## config.mk

```make
export PLATFORM = sky130hd
export DESIGN_NAME = pc_target_lut
export DESIGN_NICKNAME = d
export VERILOG_FILES = /design/src/rtl/pc_lut_pkg.sv /design/src/rtl/pc_target_adder.sv /design/src/rtl/pc_target_lut.sv
export SDC_FILE = /design/constraint.sdc
export NUM_CORES = 1
export LEC_CHECK = 0
export ABC_AREA = 1
export CORE_ASPECT_RATIO = 0.9
export CORE_MARGIN = 8
export CORE_UTILIZATION = 55
export DETAILED_ROUTE_END_ITERATION = 10
export GPL_TIMING_DRIVEN = 0
export PLACE_DENSITY = 0.74
export SLEW_MARGIN = 5
export SYNTH_ARGS = -nofsm -noshare
export SYNTH_HDL_FRONTEND = slang
export SYNTH_SLANG_ARGS = --single-unit
```

## constraint.sdc

```tcl
create_clock -name clk -period 9.12 [get_ports clk]
set_clock_uncertainty 0.2 [all_clocks]
set_input_delay 1.824 -clock clk [delete_from_list [all_inputs] [get_ports clk]]
set_output_delay 1.824 -clock clk [all_outputs]
set_load 0.05 [all_outputs]
```

## src/rtl/pc_lut_pkg.sv

```systemverilog
// ============================================================================
// Module  : pc_lut_pkg
// Brief   : Shared types and default widths for the branch-target lookup table.
// Revision: 1.0 - initial release
// ============================================================================
`default_nettype none

package pc_lut_pkg;

    localparam int LUT_D  = 10;
    localparam int LUT_AW = 4;

    typedef struct packed {
        logic              valid;
        logic              rel;
        logic [LUT_D-1:0]  data;
    } pc_lut_entry_t;

    typedef enum logic {
        INIT = 1'b0,
        RUN  = 1'b1
    } pc_lut_state_t;

endpackage

`default_nettype wire

```

## src/rtl/pc_target_adder.sv

```systemverilog
// ============================================================================
// Module  : pc_target_adder
// Brief   : D-bit wrap-around adder used for relative targets and fall-through.
// Revision: 1.0 - initial release
// ============================================================================
`default_nettype none

module pc_target_adder #(
    parameter int D = 10
) (
    input  logic [D-1:0] i_a,
    input  logic [D-1:0] i_b,
    output logic [D-1:0] o_sum
);

    // Carry out is discarded: target arithmetic wraps silently modulo 2**D.
    assign o_sum = i_a + i_b;

endmodule

`default_nettype wire

```

## src/rtl/pc_target_lut.sv

```systemverilog
// ============================================================================
// Module  : pc_target_lut
// Brief   : Run-time programmable branch-target table with one-cycle lookup.
// Revision: 1.0 - initial release
// ============================================================================
`default_nettype none

module pc_target_lut
    import pc_lut_pkg::*;
#(
    parameter int D  = LUT_D,
    parameter int AW = LUT_AW
) (
    input  logic          clk,
    input  logic          reset_n,
    input  logic          wr_en,
    input  logic [AW-1:0] wr_addr,
    input  logic [D-1:0]  wr_data,
    input  logic          wr_rel,
    input  logic          lk_valid,
    input  logic [AW-1:0] lk_addr,
    input  logic [D-1:0]  lk_pc,
    output logic          init_busy,
    output logic          tgt_valid,
    output logic          tgt_miss,
    output logic [D-1:0]  target
);

    localparam int DEPTH = 2**AW;

    pc_lut_state_t  r_state;
    logic [AW-1:0]  r_sweep;
    pc_lut_entry_t  r_tbl [DEPTH];
    logic           r_init_busy;
    logic           r_tgt_valid;
    logic           r_tgt_miss;
    logic [D-1:0]   r_target;

    logic           w_run;
    logic           w_wr;
    logic           w_lk;
    pc_lut_entry_t  w_new_entry;
    pc_lut_entry_t  w_entry;
    logic [D-1:0]   w_add_b;
    logic [D-1:0]   w_sum;
    logic [D-1:0]   w_result;

    assign w_run = (r_state == RUN);
    assign w_wr  = w_run && wr_en;
    assign w_lk  = w_run && lk_valid;

    always_comb begin
        w_new_entry       = '0;
        w_new_entry.valid = 1'b1;
        w_new_entry.rel   = wr_rel;
        w_new_entry.data  = wr_data;
    end

    // Write-first bypass: a lookup racing a write to the same index sees the new entry.
    always_comb begin
        w_entry = r_tbl[lk_addr];
        if (w_wr && (wr_addr == lk_addr)) begin
            w_entry = w_new_entry;
        end
    end

    // One adder serves both paths: relative hit adds the offset, miss adds one.
    assign w_add_b  = w_entry.valid ? w_entry.data : D'(1);
    assign w_result = (w_entry.valid && !w_entry.rel) ? w_entry.data : w_sum;

    pc_target_adder #(
        .D (D)
    ) u_adder (
        .i_a   (lk_pc),
        .i_b   (w_add_b),
        .o_sum (w_sum)
    );

    // Storage has no reset; the INIT sweep is the only thing that clears it.
    always_ff @(posedge clk) begin
        if (!w_run) begin
            r_tbl[r_sweep] <= '0;
        end else if (wr_en) begin
            r_tbl[wr_addr] <= w_new_entry;
        end
    end

    always_ff @(posedge clk or negedge reset_n) begin
        if (!reset_n) begin
            r_state     <= INIT;
            r_sweep     <= '0;
            r_init_busy <= 1'b1;
            r_tgt_valid <= 1'b0;
            r_tgt_miss  <= 1'b0;
            r_target    <= '0;
        end else begin
            r_tgt_valid <= w_lk;
            if (w_lk) begin
                r_tgt_miss <= !w_entry.valid;
                r_target   <= w_result;
            end
            if (r_state == INIT) begin
                r_sweep <= r_sweep + AW'(1);
                if (r_sweep == AW'(DEPTH-1)) begin
                    r_state     <= RUN;
                    r_init_busy <= 1'b0;
                end
            end
        end
    end

    assign init_busy = r_init_busy;
    assign tgt_valid = r_tgt_valid;
    assign tgt_miss  = r_tgt_miss;
    assign target    = r_target;

endmodule

`default_nettype wire

```

==> results.sh, run 1 <==
export IMPL_p_leak_nw=4.302
export IMPL_vdd_ir_drop_max_mv=0.1669
export IMPL_drive_gt1_frac=0.1003
export IMPL_drc=0
export IMPL_ys_warn_count=0
export IMPL_die_width_um=154.3
export IMPL_final_seq_area_um2=6217
export IMPL_mostFrequentLayoutCells="edfxtp_1 (192), nand2_1 (161), nor2_1 (144)"
export IMPL_grt_pass1_wl_mm=35.47
export IMPL_area_growth_pct=14.46
export IMPL_antenna_found_initial=0
export IMPL_total_power_mw=2.188
export IMPL_clk_path_buf_depth=3
export IMPL_powerDensity_nw_per_um2=201.9
export IMPL_rsz0062_at_grt="false"
export IMPL_synth_area_leaders="edfxtp_1 (61%), nand2_1 (6.4%), nor2_1 (6.2%)"
export IMPL_initial_core_util=0.5604
export IMPL_place_congestion=0.8916
export IMPL_multi_input_area_um2=2735
export IMPL_synth_top_area_cell="edfxtp_1"
export IMPL_num_antenna_cells=0
export IMPL_fin_tns_setup_ns=0
export IMPL_synth_top_area_share=0.6090
export IMPL_r2r_start="r_state"
export IMPL_cts_tree="done"
export IMPL_drt_iter0_drc=699
export IMPL_critPathMaxFanout=10
export IMPL_drt_pass1_iterations=5
export IMPL_drv_slew=0
export IMPL_fillers=1312
export IMPL_min_from="init_busy"
export IMPL_cts_made_buffers=21
export IMPL_dp_hpwl_mm=15.01
export IMPL_post_synth_num_cell_types=36
export IMPL_rows=45
export IMPL_grtUsageMet3=0.03229
export IMPL_period_needed_ns=5.368
export IMPL_via_count=6700
export IMPL_grt_max_degree=19
export IMPL_tightest_slew_ns=1.406
export IMPL_cp_start_kind="input port"
export IMPL_arrival_ns=5.60
export IMPL_io_buffers=42
export IMPL_whs_endpoint="init_busy"
export IMPL_synth_seq_cells=210
export IMPL_grt_pass1_vias=6309
export IMPL_grt_ovfl_total=0
export IMPL_cts_resized=0
export IMPL_setup_slack_ns=3.752
export IMPL_path_clk_slew_ns=0.06
export IMPL_final_common_cell="edfxtp_1"
export IMPL_post_drt_wl_per_cell_um=19.88
export IMPL_htree_levels=1
export IMPL_viasPerCell=5.736
export IMPL_rrSetupSlack_ns=5.72
export IMPL_holdBufCountCts=0
export IMPL_postSynthAreaPerCell_um2=10.79
export IMPL_outcome="completed"
export IMPL_maxCapViolations=0
export IMPL_critical_path_class="in2reg"
export IMPL_grt_usage=0.2125
export IMPL_holdPathStages=1
export IMPL_gr_usage_met1=0.2856
export IMPL_coreArea_um2=16890
export IMPL_setup_viol=0
export IMPL_cts_root_buf="clkbuf_16"
export IMPL_io_pins=46
export IMPL_hold_viol=0
export IMPL_busiest_layer="met2"
export IMPL_dp_slack_ns=3.364
export IMPL_relSlewSlack=0.05906
export IMPL_dieArea_um2=21670
export IMPL_grt_use_met2=0.3530
export IMPL_cp_end_kind="flop"
export IMPL_hold_class="reg2reg"
export IMPL_synthesis_nets=921
export IMPL_fp_dieH_um=140.5
export IMPL_synth_yosys_seq_area_share=0.6568
export IMPL_clk_latency_ns=0.50
export IMPL_required_ns=9.35
export IMPL_r2r_end="target[6]"
export IMPL_drt_total_wl_mm=23.22
export IMPL_post_route_period_util=0.5886
export IMPL_netlist_area_um2=9467
export IMPL_clock_sinks=210
export IMPL_fmax_ghz=0.1863
export IMPL_synth_cells=877
export IMPL_reg2reg_depth=18
export IMPL_finalNetCount=987
export IMPL_ant_nets=0
export IMPL_cts_setup_buffers=0
per-layer routing:
metal,share of wire,wire [µm]
met5,0,0
met1,0.41,9547
met3,0.087,2031
met4,0.021,482
met2,0.48,11160
final cells by class:
type,instances,area share
sequential,210,0.5738
multi-input combinational,564,0.2524
clock buffer,27,0.05242
timing repair buffer,43,0.03949
buffer,44,0.02910
tap,211,0.02436
inverter,59,0.02113
clock inverter,10,0.007275
state kept, by name, indices dropped and copies added (netlist names):
register   flops
r_tbl        192
target        10
r_sweep        4
init_busy      1
r_state        1
tgt_miss       1
tgt_valid      1
power by group:
group / switching, mW / internal (mW) / total, mW
clock: 0.354 / 0.469 / 0.823
sequential: 0.00687 / 1.07 / 1.07
combinational: 0.193 / 0.0975 / 0.290
cells in the mapped netlist (all sizes together):
cell type / number
a21boi: 1
a21oi: 14
buf: 36
clkbuf: 8
clkinv: 1
dfrtp: 17
dfstp: 1
edfxtp: 192
fa: 1
ha: 10
inv: 58
mux2i: 1
nand2: 164
nand2b: 1
nand3: 76
nand4: 3
nor2: 156
nor3: 1
nor3b: 1
o211ai: 32
o21a: 1
o21ai: 89
or2: 3
xnor2: 5
xor2: 5
worst max path at each step:
stage	to	slack, ns	start
6_report	target[7]	3.75	lk_addr[3]
3_3_place_gp	target[7]	3.42	lk_addr[3]
4_1_cts	target[9]	3.89	lk_addr[3]
5_1_grt	target[9]	3.50	lk_addr[3]
2_1_floorplan	target[6]	4.60	lk_addr[0]
3_5_place_dp	target[9]	3.36	lk_addr[3]
metrics by stage:
stage | cell area (µm²) | std cells | utilization | hold slack [ns]
floorplan | 9467 | 877 | - | 0.2602
global placement | 10150 | 1130 | 0.6010 | 0.2484
detailed placement | 10160 | 1130 | 0.6014 | 0.2500
CTS | 10810 | 1167 | 0.6397 | 0.2698
global route | 10840 | 1168 | 0.6415 | 0.2790
finish | 10840 | 1168 | 0.6415 | 0.2692
logic make-up after synthesis:
| group | Yosys count | share of synthesized area |
|---|---|---|
| and+or+nand+nor | 405 | 0.1782 |
| DFF | 210 | 0.6568 |
| AOI/OAI and AO/OA | 137 | 0.08195 |
| buffers and inverters | 103 | 0.05749 |
| adders and majority gates | 11 | 0.01533 |
| xor gates and xnor gates | 10 | 0.009251 |
| muxes | 1 | 0.001057 |
critical path, cell delays in order:
cell and delay [ns]:
clkdlybuf4s50_1 0.55, inv_2 0.18, buf_2 0.31, clkbuf_1 0.64, o211ai_1 0.24, nand3_1 0.15, nand3_1 0.12, nand2_1 0.10
nor2_1 0.05, ha_1 0.35, a21oi_1 0.16, o21ai_0 0.13, a21oi_1 0.34, o21ai_0 0.13, nand2_1 0.07, nand2_1 0.05
nand2_1 0.07, nand3_1 0.08, nand2_1 0.06
Note: power is estimated with default switching activity, not from simulation.
==> run 2: changes to the inputs <==
Settings changed: CORE_UTILIZATION 55 to 54, PLACE_DENSITY 0.74 to 0.76.
Clock period 9.12 ns to 4.75 ns, I/O delays scaled along.
==> results.sh, run 2 (same netlist as run 1, synthesis figures left out) <==
export IMPL_htree_levels=1
export IMPL_post_route_period_util=0.9312
export IMPL_relSlewSlack=0.07561
export IMPL_cp_end_kind="flop"
export IMPL_final_util=0.6217
export IMPL_num_antenna_cells=0
export IMPL_period_needed_ns=4.423
export IMPL_maxCapViolations=0
export IMPL_p_leak_nw=4.269
export IMPL_rows=46
export IMPL_outcome="completed"
export IMPL_hold_viol=0
export IMPL_wl_met3_mm=1.580
export IMPL_coreArea_um2=17380
export IMPL_rsz0062_at_grt="false"
export IMPL_io_pins=46
export IMPL_cts_setup_buffers=0
export IMPL_cp_start_kind="input port"
export IMPL_dieArea_um2=22030
export IMPL_drc=0
export IMPL_drt_total_wl_mm=23.61
export IMPL_critical_path_class="in2reg"
export IMPL_powerDensity_nw_per_um2=381.1
export IMPL_place_congestion=0.9010
export IMPL_final_common_cell="edfxtp_1"
export IMPL_initial_core_util=0.5446
export IMPL_finalNetCount=986
export IMPL_drt_pass1_iterations=5
export IMPL_arrival_ns=4.62
export IMPL_critPathMaxFanout=10
export IMPL_grt_ovfl_total=0
export IMPL_clk_latency_ns=0.50
export IMPL_fp_dieH_um=141.6
export IMPL_holdBufCountCts=0
export IMPL_grt_usage=0.2147
export IMPL_drv_slew=0
export IMPL_fmax_ghz=0.2261
export IMPL_path_clk_slew_ns=0.06
export IMPL_area_growth_pct=14.16
export IMPL_post_drt_wl_per_cell_um=19.79
export IMPL_largest_reg_flops=192
export IMPL_cts_root_buf="clkbuf_16"
export IMPL_grt_max_degree=19
export IMPL_mostFrequentLayoutCells="edfxtp_1 (192), nand2_1 (161), nor2_1 (144)"
export IMPL_antenna_found_initial=0
export IMPL_cts_tree="done"
export IMPL_clock_sinks=210
export IMPL_vdd_ir_drop_max_mv=0.3309
export IMPL_ant_nets=0
export IMPL_dp_hpwl_mm=15.24
export IMPL_top_register="r_tbl"
export IMPL_viasPerCell=5.665
export IMPL_grt_pass1_vias=6647
export IMPL_die_width_um=155.6
export IMPL_cts_made_buffers=21
export IMPL_routed_wl_met2_mm=11.54
export IMPL_total_power_mw=4.118
export IMPL_dr_max_layer_used="met4"
export IMPL_hold_class="reg2reg"
export IMPL_fillers=1407
export IMPL_io_buffers=42
export IMPL_via_count=6758
export IMPL_clk_path_buf_depth=3
export IMPL_grt_pass1_wl_mm=36.23
export IMPL_drive_gt1_frac=0.09444
export IMPL_drt_met1_wl_mm=9.806
export IMPL_required_ns=4.95
export IMPL_tightest_slew_ns=1.381
export IMPL_cts_resized=0
export IMPL_drt_iter0_drc=706
export IMPL_setup_viol=0
[run 2: routing by layer]
layer,global-route usage,vias to the layer above
met5,0,-
met4,0.06735,0
met3,0.03649,60
met2,0.3596,279
met1,0.2815,3280
li1,-,3139
[run 2: through the flow]
stage          cells  TNS, ns  instance area (µm²)  hold slack (ns)  setup WS (ns)
4_1_cts         1193        0                10780           0.2651         0.3944
3_3_place_gp    1159  -0.1068                10190           0.2477       -0.05903
3_5_place_dp    1159  -0.2063                10190           0.2491        -0.1293
6_report        1193        0                10810           0.2632         0.3267
5_1_grt         1193        0                10810           0.2895         0.1016
2_1_floorplan    877        0                 9467           0.2602          1.104
[run 2: final timing paths]
kind | slack, ns | start | depth (start not counted) | to
worst min-delay path | 0.26 | init_busy | 1 | init_busy
max in group asynchronous | 3.07 | reset_n | 1 | target[5]
worst max register to register | 1.30 | r_state | 17 | target[6]
min in group asynchronous | 0.74 | reset_n | 1 | tgt_miss
worst min register to register | 0.26 | init_busy | 1 | init_busy
worst max-delay path | 0.33 | lk_addr[3] | 21 | target[9]
[run 2: worst max-delay path: stages]
cell and delay (ns):
clkdlybuf4s50_1 0.56, inv_2 0.18, buf_2 0.30, clkbuf_1 0.58, o211ai_1 0.23, nand3_1 0.18, nand3_1 0.15, nand2_1 0.11
nor2_1 0.04, ha_1 0.36, inv_1 0.07, o21ai_0 0.24, a21boi_0 0.18, nand3_1 0.11, nand2_1 0.05, nand2_1 0.05
inv_1 0.05, nand2_1 0.05, nand2_1 0.04, nand3_1 0.07, nand2_1 0.05
[run 2: area by class of cell]
cell class,count,area (µm²),area share
plain buffers,44,315.3,0.02918
clock buffers,28,561.8,0.05199
clock inverters,6,27.53,0.002547
inverters,59,229.0,0.02119
multi-input cells,564,2735,0.2531
flip-flops and latches,210,6217,0.5753
well taps,240,300.3,0.02779
repair buffers,42,420.4,0.03890
[run 2: power breakdown]
part	internal, mW	switching, mW
Clock	0.824	0.671
Sequential	2.05	0.0141
Combinational	0.187	0.371
==> run 3: changes to the inputs <==
Settings changed: PLACE_DENSITY 0.76 to 0.79.
==> results.sh, run 3 (same netlist as run 1, synthesis figures left out) <==
export IMPL_reg2reg_depth=17
export IMPL_finalNetCount=986
export IMPL_maxCapViolations=0
export IMPL_critPathMaxFanout=10
export IMPL_coreArea_um2=17380
export IMPL_grt_ovfl_total=0
export IMPL_outcome="completed"
export IMPL_period_needed_ns=4.496
export IMPL_viasPerCell=5.734
export IMPL_relSlewSlack=0.07979
export IMPL_clkPwrFrac=0.392
export IMPL_holdBufCountCts=0
export IMPL_p_sw_mw=1.066
export IMPL_initial_core_util=0.5446
export IMPL_min_from="init_busy"
export IMPL_cts_made_buffers=21
export IMPL_die_width_um=155.6
export IMPL_rrSetupSlack_ns=1.27
export IMPL_mostFrequentLayoutCells="edfxtp_1 (192), nand2_1 (161), nor2_1 (145)"
export IMPL_post_route_period_util=0.9465
export IMPL_r2r_start="r_state"
export IMPL_io_buffers=42
export IMPL_tightest_slew_ns=1.375
export IMPL_hold_slack_ns=0.2576
export IMPL_critical_path_class="in2reg"
export IMPL_seqPwrFrac=0.478
export IMPL_ant_nets=0
export IMPL_grt_pass1_vias=6695
export IMPL_drive_gt1_frac=0.09822
export IMPL_antenna_found_initial=0
export IMPL_powerDensity_nw_per_um2=395.2
export IMPL_dpl_instance_area_um2=10190
export IMPL_cp_end_kind="flop"
export IMPL_drc=0
export IMPL_setup_viol=0
export IMPL_grt_max_degree=19
export IMPL_fin_cells=1197
export IMPL_fmax_ghz=0.2224
export IMPL_switching_share=0.2469
export IMPL_design_area_um2=10920
export IMPL_p_int_mw=3.249
export IMPL_hold_viol=0
export IMPL_path_clk_slew_ns=0.06
export IMPL_whs_endpoint="init_busy"
export IMPL_htree_levels=1
export IMPL_place_congestion=0.8902
export IMPL_cts_setup_buffers=0
export IMPL_final_seq_area_um2=6217
export IMPL_io_pins=46
export IMPL_grt_usage=0.2096
export IMPL_dieArea_um2=22030
export IMPL_dp_cells=1159
export IMPL_fin_tns_setup_ns=0
export IMPL_setup_slack_ns=0.2541
export IMPL_rsz0062_at_grt="false"
export IMPL_cts_resized=0
export IMPL_hold_class="reg2reg"
export IMPL_arrival_ns=4.68
export IMPL_num_antenna_cells=0
export IMPL_dp_slack_ns=-0.1922
export IMPL_multi_input_area_um2=2733
export IMPL_vdd_ir_drop_max_mv=0.2860
export IMPL_total_power_mw=4.315
export IMPL_rows=46
export IMPL_via_count=6864
export IMPL_fp_dieH_um=141.6
export IMPL_post_drt_wl_per_cell_um=19.58
export IMPL_grt_pass1_wl_mm=35.58
export IMPL_required_ns=4.93
export IMPL_drt_iter0_drc=769
export IMPL_clock_sinks=210
export IMPL_holdPathStages=1
export IMPL_final_util=0.6281
export IMPL_pwr_share_comb=0.130
export IMPL_clk_latency_ns=0.50
export IMPL_area_growth_pct=15.32
export IMPL_largest_reg_flops=192
export IMPL_drt_pass1_iterations=5
export IMPL_p_leak_nw=4.323
export IMPL_cts_root_buf="clkbuf_16"
export IMPL_fillers=1347
export IMPL_drt_total_wl_mm=23.44
export IMPL_final_common_cell="edfxtp_1"
export IMPL_drv_slew=0
export IMPL_r2r_end="target[6]"
export IMPL_dp_hpwl_mm=15.24
export IMPL_cts_tree="done"
export IMPL_clk_path_buf_depth=3
export IMPL_top_register="r_tbl"
export IMPL_cp_start_kind="input port"
run 3: worst max-delay path: stages:
cell and delay (ns):
clkdlybuf4s50_1 0.57, inv_2 0.19, buf_2 0.31, clkbuf_1 0.61
o211ai_1 0.23, nand3_1 0.15, nand3_1 0.13, nand2_1 0.09
nor2_1 0.04, ha_1 0.36, nand2_1 0.09, o21ai_0 0.26
a21oi_1 0.14, o21ai_0 0.19, nand2_1 0.08, nand2_1 0.09
nand2_1 0.06, nand3_1 0.08, nand2_1 0.05
run 3: power by group through the flow:
stage | clock [mW] | sequential [mW] | combinational (mW)
3_5_place_dp | 0 | 2.10 | 0.551
6_report | 1.69 | 2.06 | 0.560
2_1_floorplan | 0 | 2.18 | 0.287
5_1_grt | 1.77 | 2.07 | 0.606
4_1_cts | 1.69 | 2.06 | 0.555
3_3_place_gp | 0 | 2.10 | 0.538
run 3: area by class of cell:
class	count	area share
clock inverter	11	0.01226
clock buffer	27	0.05203
timing repair buffer	42	0.03851
buffer	44	0.02888
tap	240	0.02751
multi-input combinational	564	0.2503
inverter	59	0.02097
sequential	210	0.5695
run 3: per-layer routing:
layer,up-vias,GRT usage,routed length (µm)
li1,3147,-,-
met1,3256,0.2735,9318
met2,387,0.3423,11180
met3,74,0.03071,2036
met4,0,0.09745,901
met5,-,0,0
run 3: worst max-delay path by stage:
stage	from	slack, ns	end	cells past startpoint
2_1_floorplan	lk_addr[0]	1.10	target[6]	22
3_3_place_gp	lk_addr[3]	-0.09	target[9]	21
3_5_place_dp	lk_addr[3]	-0.19	target[7]	19
4_1_cts	lk_addr[3]	0.33	target[7]	19
5_1_grt	lk_addr[3]	0.03	target[7]	19
6_report	lk_addr[3]	0.25	target[7]	19
